$ cat src/rtl/enm_hp_ctrl.sv
// Enemy wave controller: spawns four enemies, applies bullet damage with
// per-enemy invulnerability frames, and tracks kills and a saturating score.
module enm_hp_ctrl #(
  parameter logic [6:0] HP_MAX      = 7'd100,
  parameter int         IFRAMES     = 8,
  parameter int         SPAWN_DELAY = 32
) (
  input  logic       clk22,
  input  logic       rst,
  input  logic       start,
  input  logic [3:0] hit,
  input  logic [3:0] dmg,
  output logic [6:0] enmhp1,
  output logic [6:0] enmhp2,
  output logic [6:0] enmhp3,
  output logic [6:0] enmhp4,
  output logic [3:0] iframe,
  output logic [1:0] state,
  output logic [2:0] kills,
  output logic [9:0] score,
  output logic       wave_clear
);

  typedef enum logic [1:0] {
    ST_IDLE  = 2'd0,
    ST_SPAWN = 2'd1,
    ST_FIGHT = 2'd2,
    ST_CLEAR = 2'd3
  } state_t;

  localparam logic [3:0]  IFR_LOAD   = 4'(IFRAMES);
  localparam logic [7:0]  SPAWN_LOAD = 8'(SPAWN_DELAY - 1);
  localparam logic [10:0] SCORE_MAX  = 11'd1000;

  state_t          r_state, w_state_nxt;
  logic [7:0]      r_spawn_cnt, w_spawn_nxt;
  logic [3:0][6:0] r_hp, w_hp_nxt;
  logic [3:0][3:0] r_ifc, w_ifc_nxt;
  logic [2:0]      r_kills, w_kills_nxt;
  logic [9:0]      r_score, w_score_nxt;
  logic            r_wave_clear, w_wave_clear_nxt;
  logic [3:0]      w_kill;
  logic [2:0]      w_nkill;
  logic [10:0]     w_score_sum;

  always_comb begin
    w_state_nxt      = r_state;
    w_spawn_nxt      = r_spawn_cnt;
    w_hp_nxt         = r_hp;
    w_ifc_nxt        = r_ifc;
    w_kills_nxt      = r_kills;
    w_score_nxt      = r_score;
    w_wave_clear_nxt = 1'b0;
    w_kill           = '0;
    w_nkill          = '0;
    w_score_sum      = '0;
    unique case (r_state)
      ST_IDLE, ST_CLEAR: begin
        if (start) begin
          w_state_nxt = ST_SPAWN;
          w_spawn_nxt = SPAWN_LOAD;
        end
      end
      ST_SPAWN: begin
        if (r_spawn_cnt == 8'd0) begin
          w_state_nxt = ST_FIGHT;
          w_hp_nxt    = {4{HP_MAX}};
          w_ifc_nxt   = '0;
          w_kills_nxt = '0;
        end else begin
          w_spawn_nxt = r_spawn_cnt - 8'd1;
        end
      end
      ST_FIGHT: begin
        // The counter value before this edge decides acceptance, so a counter
        // that is 1 now still blocks the hit even though it reaches 0 here.
        for (int i = 0; i < 4; i++) begin
          if (hit[i] && (r_hp[i] != 7'd0) && (r_ifc[i] == 4'd0)) begin
            w_hp_nxt[i]  = (r_hp[i] > {3'b000, dmg}) ? (r_hp[i] - {3'b000, dmg}) : 7'd0;
            w_ifc_nxt[i] = IFR_LOAD;
            w_kill[i]    = (r_hp[i] <= {3'b000, dmg});
          end else if (r_ifc[i] != 4'd0) begin
            w_ifc_nxt[i] = r_ifc[i] - 4'd1;
          end
        end
        w_nkill     = {2'b00, w_kill[0]} + {2'b00, w_kill[1]} +
                      {2'b00, w_kill[2]} + {2'b00, w_kill[3]};
        w_kills_nxt = r_kills + w_nkill;
        w_score_sum = {1'b0, r_score} + (11'(w_nkill) * 11'd10);
        w_score_nxt = (w_score_sum > SCORE_MAX) ? SCORE_MAX[9:0] : w_score_sum[9:0];
        if (w_hp_nxt == '0) begin
          w_state_nxt      = ST_CLEAR;
          w_wave_clear_nxt = 1'b1;
        end
      end
      default: ;
    endcase
  end

  always_ff @(posedge clk22 or posedge rst) begin
    if (rst) begin
      r_state      <= ST_IDLE;
      r_spawn_cnt  <= '0;
      r_hp         <= '0;
      r_ifc        <= '0;
      r_kills      <= '0;
      r_score      <= '0;
      r_wave_clear <= 1'b0;
    end else begin
      r_state      <= w_state_nxt;
      r_spawn_cnt  <= w_spawn_nxt;
      r_hp         <= w_hp_nxt;
      r_ifc        <= w_ifc_nxt;
      r_kills      <= w_kills_nxt;
      r_score      <= w_score_nxt;
      r_wave_clear <= w_wave_clear_nxt;
    end
  end

  always_comb begin
    iframe = '0;
    for (int i = 0; i < 4; i++) iframe[i] = (r_ifc[i] != 4'd0);
  end

  assign enmhp1     = r_hp[0];
  assign enmhp2     = r_hp[1];
  assign enmhp3     = r_hp[2];
  assign enmhp4     = r_hp[3];
  assign state      = r_state;
  assign kills      = r_kills;
  assign score      = r_score;
  assign wave_clear = r_wave_clear;

endmodule
$ cat config.mk
export PLATFORM = sky130hd
export DESIGN_NAME = enm_hp_ctrl
export DESIGN_NICKNAME = d
export VERILOG_FILES = /design/src/rtl/enm_hp_ctrl.sv
export SDC_FILE = /design/constraint.sdc
export NUM_CORES = 1
export LEC_CHECK = 0
export CORE_AREA = 2 2 94 96
export CTS_BUF_LIST = sky130_fd_sc_hd__clkbuf_8
export CTS_CLUSTER_SIZE = 30
export DETAILED_ROUTE_END_ITERATION = 10
export DIE_AREA = 0 0 96 98
export HOLD_SLACK_MARGIN = 0.02
export PLACE_DENSITY_LB_ADDON = 0.25
export SLEW_MARGIN = 40
export SYNTH_ARGS = -nofsm -noshare
export SYNTH_HDL_FRONTEND = slang
export SYNTH_SLANG_ARGS = --single-unit
$ cat constraint.sdc
create_clock -name clk22 -period 8.8 [get_ports clk22]
set_input_delay 2.64 -clock clk22 [delete_from_list [all_inputs] [get_ports clk22]]
set_output_delay 2.64 -clock clk22 [all_outputs]
set_load 0.005 [all_outputs]
==> results of run 1 <==
-- registers in the layout, indices dropped and copies added (netlist names) --
| signal | cells |
|---|---|
| enmhp4 | 7 |
| r_ifc | 16 |
| r_spawn_cnt | 8 |
| wave_clear | 1 |
| enmhp1 | 7 |
| enmhp2 | 7 |
| state | 2 |
| score | 9 |
| kills | 3 |
| enmhp3 | 7 |
-- logic make-up after synthesis --
family	Yosys count
and+or+nand+nor	216
AOI/OAI and AO/OA	185
DFF	67
buffers and inverters	66
adders and majority gates	43
xor gates and xnor gates	18
muxes	3
other	1
-- final timing paths --
path,startpoint,endpoint,slack [ns],cells past startpoint
worst max register to register,enmhp3[2],score[7],3.30,18
max in group asynchronous,rst,enmhp1[0],5.60,3
worst min-delay path,r_ifc[5],r_ifc[5],0.49,2
worst max-delay path,dmg[1],score[7],0.83,20
min in group asynchronous,rst,kills[2],2.77,3
worst min register to register,r_ifc[5],r_ifc[5],0.49,2
-- routing by layer --
layer,wire (um),part of all wire (%)
met1,5673,42
met2,6559,49
met3,900,6.7
met4,359,2.7
met5,0,0
-- area by class of cell --
| class | instances | area [sq um] |
|---|---|---|
| clock buffers | 10 | 137.6 |
| inverters | 46 | 172.7 |
| flip-flops and latches | 67 | 1677 |
| clock inverters | 6 | 112.6 |
| well taps | 108 | 135.1 |
| fillers | 670 | 2450 |
| repair buffers | 61 | 604.3 |
| multi-input cells | 466 | 3177 |
-- worst reg2reg max path: stages (launching register included) --
cell and delay [ns]:
sky130_fd_sc_hd__dfrtp_1 0.46, sky130_fd_sc_hd__ha_1 0.37, sky130_fd_sc_hd__o21ai_0 0.19, sky130_fd_sc_hd__a21oi_1 0.08, sky130_fd_sc_hd__or2_2 0.33, sky130_fd_sc_hd__a2111oi_2 0.59
sky130_fd_sc_hd__fa_1 0.52, sky130_fd_sc_hd__ha_1 0.21, sky130_fd_sc_hd__ha_1 0.23, sky130_fd_sc_hd__ha_1 0.20, sky130_fd_sc_hd__ha_1 0.31, sky130_fd_sc_hd__ha_1 0.36
sky130_fd_sc_hd__a21oi_1 0.11, sky130_fd_sc_hd__o21ai_0 0.44, sky130_fd_sc_hd__nor2_1 0.09, sky130_fd_sc_hd__and2_1 0.18, sky130_fd_sc_hd__o211ai_1 0.18, sky130_fd_sc_hd__o211ai_1 0.26
sky130_fd_sc_hd__o21ba_2 0.28
-- synth_stat cells (all sizes together) (7+ instances only) --
cell	count	area share [%]
dfrtp	67	33
ha	36	8.8
a21oi	29	3.1
nor4	10	1.9
nand2b	13	1.6
fa	7	2.7
nand3	20	2.0
nand2	68	5.0
o21ai	55	5.5
xor2	7	1.2
o31ai	9	1.3
a21o	12	1.8
nor2	44	3.2
nand4	7	0.86
inv	46	3.4
o22ai	8	0.98
xnor2	11	1.9
a31oi	8	0.98
a22o	7	1.2
nor3	17	1.9
clkbuf	17	1.2
o22a	7	1.2
-- through the flow --
step                      power, W  hold WS [ns]  utilization, %
after floorplan           0.001240        0.4487               -
after global placement    0.001593        0.4671           67.97
after detailed placement  0.001636        0.4822           68.05
after CTS                 0.001972        0.4984           71.00
after global routing      0.002137        0.5297           71.06
final                     0.001986        0.4915           71.06
-- power groups by stage --
stage | logic (W) | clock network (W) | registers, W
CTS | 0.00111 | 0.000331 | 0.000530
floorplan | 0.000732 | 0 | 0.000508
global route | 0.00124 | 0.000345 | 0.000549
finish | 0.00113 | 0.000326 | 0.000532
detailed placement | 0.00110 | 0 | 0.000534
global placement | 0.00106 | 0 | 0.000530
==> flow_summary.toml, run 1 <==
[sta]
grt_setup_unrepaired = "false"
total_neg_setup_slack_ns = 0
timing_hold_violations_final = 0
post_route_minimum_period_ns = 7.967
fraction_of_the_cycle_the_final_worst_path_needs_pct = 90.53
slew-limit-headroom_pct = 45.64
highest_achievable_clock_rate_mhz = 125.5
maxSlewViolCount = 0
worst_clock_skew_ns = 0.01441
post-route-worst-setup-slack_ns = 0.8331
setup_viol_count_final = 0
tightestPinTransition_ns = 0.8028

[cts]
clock_tree.htree_level_count = 3
cts.repair.resized = 0
root_buffer = "sky130_fd_sc_hd__clkbuf_8"
cts_sinks = 67
cts_clock_pin_slew_for_the_worst_setup_and_hold_paths_ns = 0.07
cts-hold-fix-buffers = 0
insertion_delay_ns = 0.35
clock_path_buffers = 2
cts_tree = "yes"
cts_made_buffers = 9
post_cts_buffers = 0

[logic_synthesis]
synth_adder_area_share_pct = 11.57
synth.net_count = 653
ys.warnings.count = 0
synth_mux_area_share_pct = 0.6127
synth-edff-count = 0
main_combinational_cell_family_by_area_after_synthesis = "compound AO/OA/AOI/OAI gates"
synth_seq_cells = 67
postSynthAreaPerCell_sq_um = 8.522
synth-xor-area-share_pct = 3.088
postSynth.topFlopCell = "sky130_fd_sc_hd__dfrtp_1"
synth-seq-area-share_pct = 32.84
synth.cell_area_sq_um = 5105
async_flop_share_pct = 100.0
post_synth_and_or_nand_nor_area_fraction_pct = 21.99
syn_inst = 599
yosys.cell_types.count = 71
compound_cell_area_share_of_the_yosys_netlist_pct = 24.75

[power]
pwr-share-clk_pct = 16.4
switching_power_w = 0.0009073
power_leakage_nw = 2.566
power.share.sequential_pct = 26.8
power-per-cell-area_nw_per_um2 = 330.1
ir_drop_mv = 0.2180
swShare_pct = 45.69
combPwrFrac_pct = 56.8
p_int_w = 0.001079

[finish]
layout_overhead_on_the_synthesized_area_pct = 17.84
mostFrequentLayoutCells = "sky130_fd_sc_hd__nand2_1 (67), sky130_fd_sc_hd__dfrtp_1 (67), sky130_fd_sc_hd__clkdlybuf4s50_1 (57)"
postLayoutCellArea_sq_um = 6016
num_antenna_cells = 0
finish.net_count = 705
final_cell_count_no_fill = 764
drive_above_1_share_pct = 6.707

[floorplan]
initial_core_util_pct = 60.30
dieHeight_um = 98
placementRows = 34
core_area_sq_um = 8466
ioPinCount = 59
dieArea_sq_um = 9408
die_x_um = 96

[global_routing]
maximum_number_of_pins_on_one_net_before_global_route_repair = 68
grt_usage_pct = 30.23
grt_remaining_overflow = 0
grt_busiest_layer = "met2"
grtUsageMet3_pct = 4.784
globalRouteMet1Util_pct = 38.68
grt_pass1_vias = 4728
globalRouteMet2Util_pct = 49.20
wire_length_of_the_first_global_routing_pass_um = 22580
grt_antenna_before_repair = 0

[critical_path]
timing.critical_path.fanout_max = 8
crit_path_cell_trace = "clkdlybuf4s50_1 -> inv_1 -> ha_1 -> nand2b_1 -> a21oi_1 -> or2_2 -> a2111oi_2 -> fa_1 -> ha_1 -> ha_1 -> ha_1 -> ha_1 -> ha_1 -> a21oi_1 -> o21ai_0 -> nor2_1 -> and2_1 -> o211ai_1 -> o211ai_1 -> o21ba_2"
critPathRequiredTime_ns = 9.04
path_buf_inv = 2
timing_worst_setup_path_type = "input pin to flip-flop"
cp-end-kind = "flip-flop"
cpMostUsedCell = "sky130_fd_sc_hd__ha_1"
startpoint_types = "input pin"
path_delay_family = "adder cells"
worst-endpoint-arrival_ns = 8.20
critical_path.slowest_cell = "sky130_fd_sc_hd__a2111oi_2"
critPathMaxStageDelay_ns = 0.59

[placed_design]
hpwlAfterDp_um = 9713
detailed_place.area_sq_um = 5761
final_gp_congestion = 0.9293
number_of_instances_in_the_placed_design = 748
pre_cts_ws_ns = 0.6057
port-buffer-count = 57

[drt]
ant_nets = 0
post_route_wl_um = 13490
drt_iter0_drc = 392
vias = 4870
wire_per_inst_um = 17.66
route.detailed.vias_per_inst = 6.374
first_pass_iters = 5
drcViolationCount = 0

[outcome]
result_of_the_run = "finished, final reports clean"

[min_path]
min-delay-path-class = "flip-flop to flip-flop"

[run]
max_cap_viol_count = 0
Power figures use the tool's default switching activity.
==> inputs of run 2 (changes only) <==
==> constraint.sdc (replaced) <==
create_clock -name clk22 -period 10.2 [get_ports clk22]
set_input_delay 3.06 -clock clk22 [delete_from_list [all_inputs] [get_ports clk22]]
set_output_delay 3.06 -clock clk22 [all_outputs]
set_load 0.005 [all_outputs]
==> flow_summary.toml, run 2 (synthesized netlist as in run 1, its figures left out) <==
[outcome]
result_of_the_run = "finished, final reports clean"

[power]
switching_power_w = 0.0007807
power.share.sequential_pct = 26.8
power_leakage_nw = 2.566
p_int_w = 0.0009309
ir_drop_mv = 0.2098
combPwrFrac_pct = 56.7
power-per-cell-area_nw_per_um2 = 284.5
swShare_pct = 45.61
pwr-share-clk_pct = 16.5

[sta]
timing_hold_violations_final = 0
tightestPinTransition_ns = 0.8050
finalHoldWorstSlack_ns = 0.4925
highest_achievable_clock_rate_mhz = 120.2
total_neg_setup_slack_ns = 0
setup_viol_count_final = 0
worst_clock_skew_ns = 0.02059
maxSlewViolCount = 0
fraction_of_the_cycle_the_final_worst_path_needs_pct = 81.59
post_route_minimum_period_ns = 8.322
slew-limit-headroom_pct = 45.48
grt_setup_unrepaired = "false"

[cts]
root_buffer = "sky130_fd_sc_hd__clkbuf_8"
cts_sinks = 67
cts.repair.resized = 0
cts_made_buffers = 9
post_cts_buffers = 0
insertion_delay_ns = 0.37
clock_tree.htree_level_count = 3
cts_tree = "yes"
cts-hold-fix-buffers = 0
clock_path_buffers = 2
cts_clock_pin_slew_for_the_worst_setup_and_hold_paths_ns = 0.07

[finish]
num_antenna_cells = 0
mostFrequentLayoutCells = "sky130_fd_sc_hd__nand2_1 (67), sky130_fd_sc_hd__dfrtp_1 (67), sky130_fd_sc_hd__clkdlybuf4s50_1 (57)"
largest_register_ff_count = 16
layout_overhead_on_the_synthesized_area_pct = 17.84
final_cell_count_no_fill = 764
n_fill_cell = 680
finish.net_count = 705
regMostFlops = "r_ifc"
drive_above_1_share_pct = 6.707

[floorplan]
placementRows = 34
dieHeight_um = 98
ioPinCount = 59
core_area_sq_um = 8466
dieArea_sq_um = 9408
die_x_um = 96
initial_core_util_pct = 60.30

[critical_path]
reg2reg_to = "score[7]"
timing.critical_path.fanout_max = 8
cpMostUsedCell = "sky130_fd_sc_hd__ha_1"
worst-endpoint-arrival_ns = 8.57
r2r_slack_ns = 4.73
crit_path_cell_trace = "clkdlybuf4s50_1 -> inv_1 -> ha_1 -> nand2b_1 -> a21oi_1 -> or2_2 -> a2111oi_2 -> fa_1 -> ha_1 -> ha_1 -> ha_1 -> ha_1 -> and2_1 -> ha_1 -> nand2_1 -> o21ai_0 -> nor2_1 -> and2_1 -> o211ai_1 -> o211ai_1 -> o21ba_2"
path_buf_inv = 2
worst_r2r_path_depth = 19
timing_worst_setup_path_type = "input pin to flip-flop"
critPathMaxStageDelay_ns = 0.58
startpoint_types = "input pin"
critPathRequiredTime_ns = 10.45
path_delay_family = "adder cells"
critical_path.slowest_cell = "sky130_fd_sc_hd__a2111oi_2"
cp-end-kind = "flip-flop"
critical_path.reg2reg.startpoint = "enmhp3[2]"

[placed_design]
port-buffer-count = 57
final_gp_congestion = 0.9290
hpwlAfterDp_um = 9628
number_of_instances_in_the_placed_design = 748

[run]
max_cap_viol_count = 0

[global_routing]
grt_antenna_before_repair = 0
grt_usage_pct = 30.13
grt_remaining_overflow = 0
wire_length_of_the_first_global_routing_pass_um = 22340
maximum_number_of_pins_on_one_net_before_global_route_repair = 68
grt_pass1_vias = 4660

[drt]
ant_nets = 0
drt_iter0_drc = 388
post_route_wl_um = 13520
wire_per_inst_um = 17.70
vias = 4906
drcViolationCount = 0
route.detailed.vias_per_inst = 6.421
first_pass_iters = 5

[min_path]
worst_hold_startpoint = "r_ifc[5]"
min-delay-path-class = "flip-flop to flip-flop"
min_delay_path_depth = 2
hold_path_end = "r_ifc[5]"
-- run 2: cell counts in the layout (fill, tap and decap cells not counted) --
No cell type changed its count.
-- run 2: worst max-delay path by stage --
stage / startpoint / slack, ns / cells past startpoint / to
after floorplan: dmg[1] / 2.56 / 19 / score[7]
after global placement: dmg[1] / 1.81 / 20 / score[7]
after detailed placement: dmg[1] / 1.58 / 20 / score[7]
after CTS: dmg[1] / 1.89 / 21 / score[7]
after global routing: dmg[1] / 1.49 / 20 / score[7]
final: dmg[1] / 1.88 / 21 / score[7]
-- run 2: worst min-delay path, delay by kind of cell, from the launching register on --
| family | cells | cell delay, ns |
|---|---|---|
| AND/OR/NAND/NOR | 1 | 0.05 |
| AO/OA/AOI/OAI | 1 | 0.07 |
| flip-flops | 1 | 0.34 |
-- run 2: layout make-up --
type | instances | area [sq um] | area share, %
well taps | 108 | 135.1 | 2.246
clock buffers | 10 | 137.6 | 2.288
flip-flops and latches | 67 | 1677 | 27.87
multi-input cells | 466 | 3177 | 52.81
clock inverters | 6 | 112.6 | 1.872
repair buffers | 61 | 604.3 | 10.05
inverters | 46 | 172.7 | 2.870
-- run 2: through the flow --
step | setup slack [ns] | total power [W] | area, sq um | utilization [%]
after detailed placement | 1.577 | 0.001410 | 5761 | 68.05
after global routing | 1.486 | 0.001842 | 6016 | 71.06
after global placement | 1.806 | 0.001375 | 5754 | 67.97
after floorplan | 2.559 | 0.001070 | 5105 | -
after CTS | 1.892 | 0.001698 | 6011 | 71.00
final | 1.878 | 0.001712 | 6016 | 71.06
-- run 2: power groups by stage --
stage / logic [W] / clock network (W) / registers [W]
floorplan: 0.000632 / 0 / 0.000438
global placement: 0.000917 / 0 / 0.000457
detailed placement: 0.000949 / 0 / 0.000461
CTS: 0.000956 / 0.000284 / 0.000457
global route: 0.00107 / 0.000297 / 0.000474
finish: 0.000971 / 0.000282 / 0.000459
-- run 2: layer usage --
layer  part of all wire [%]  global-route usage [%]
met1                     42                   39.76
met2                     49                   48.40
met3                    6.5                   4.167
met4                    2.8                   14.29
met5                      0                       0
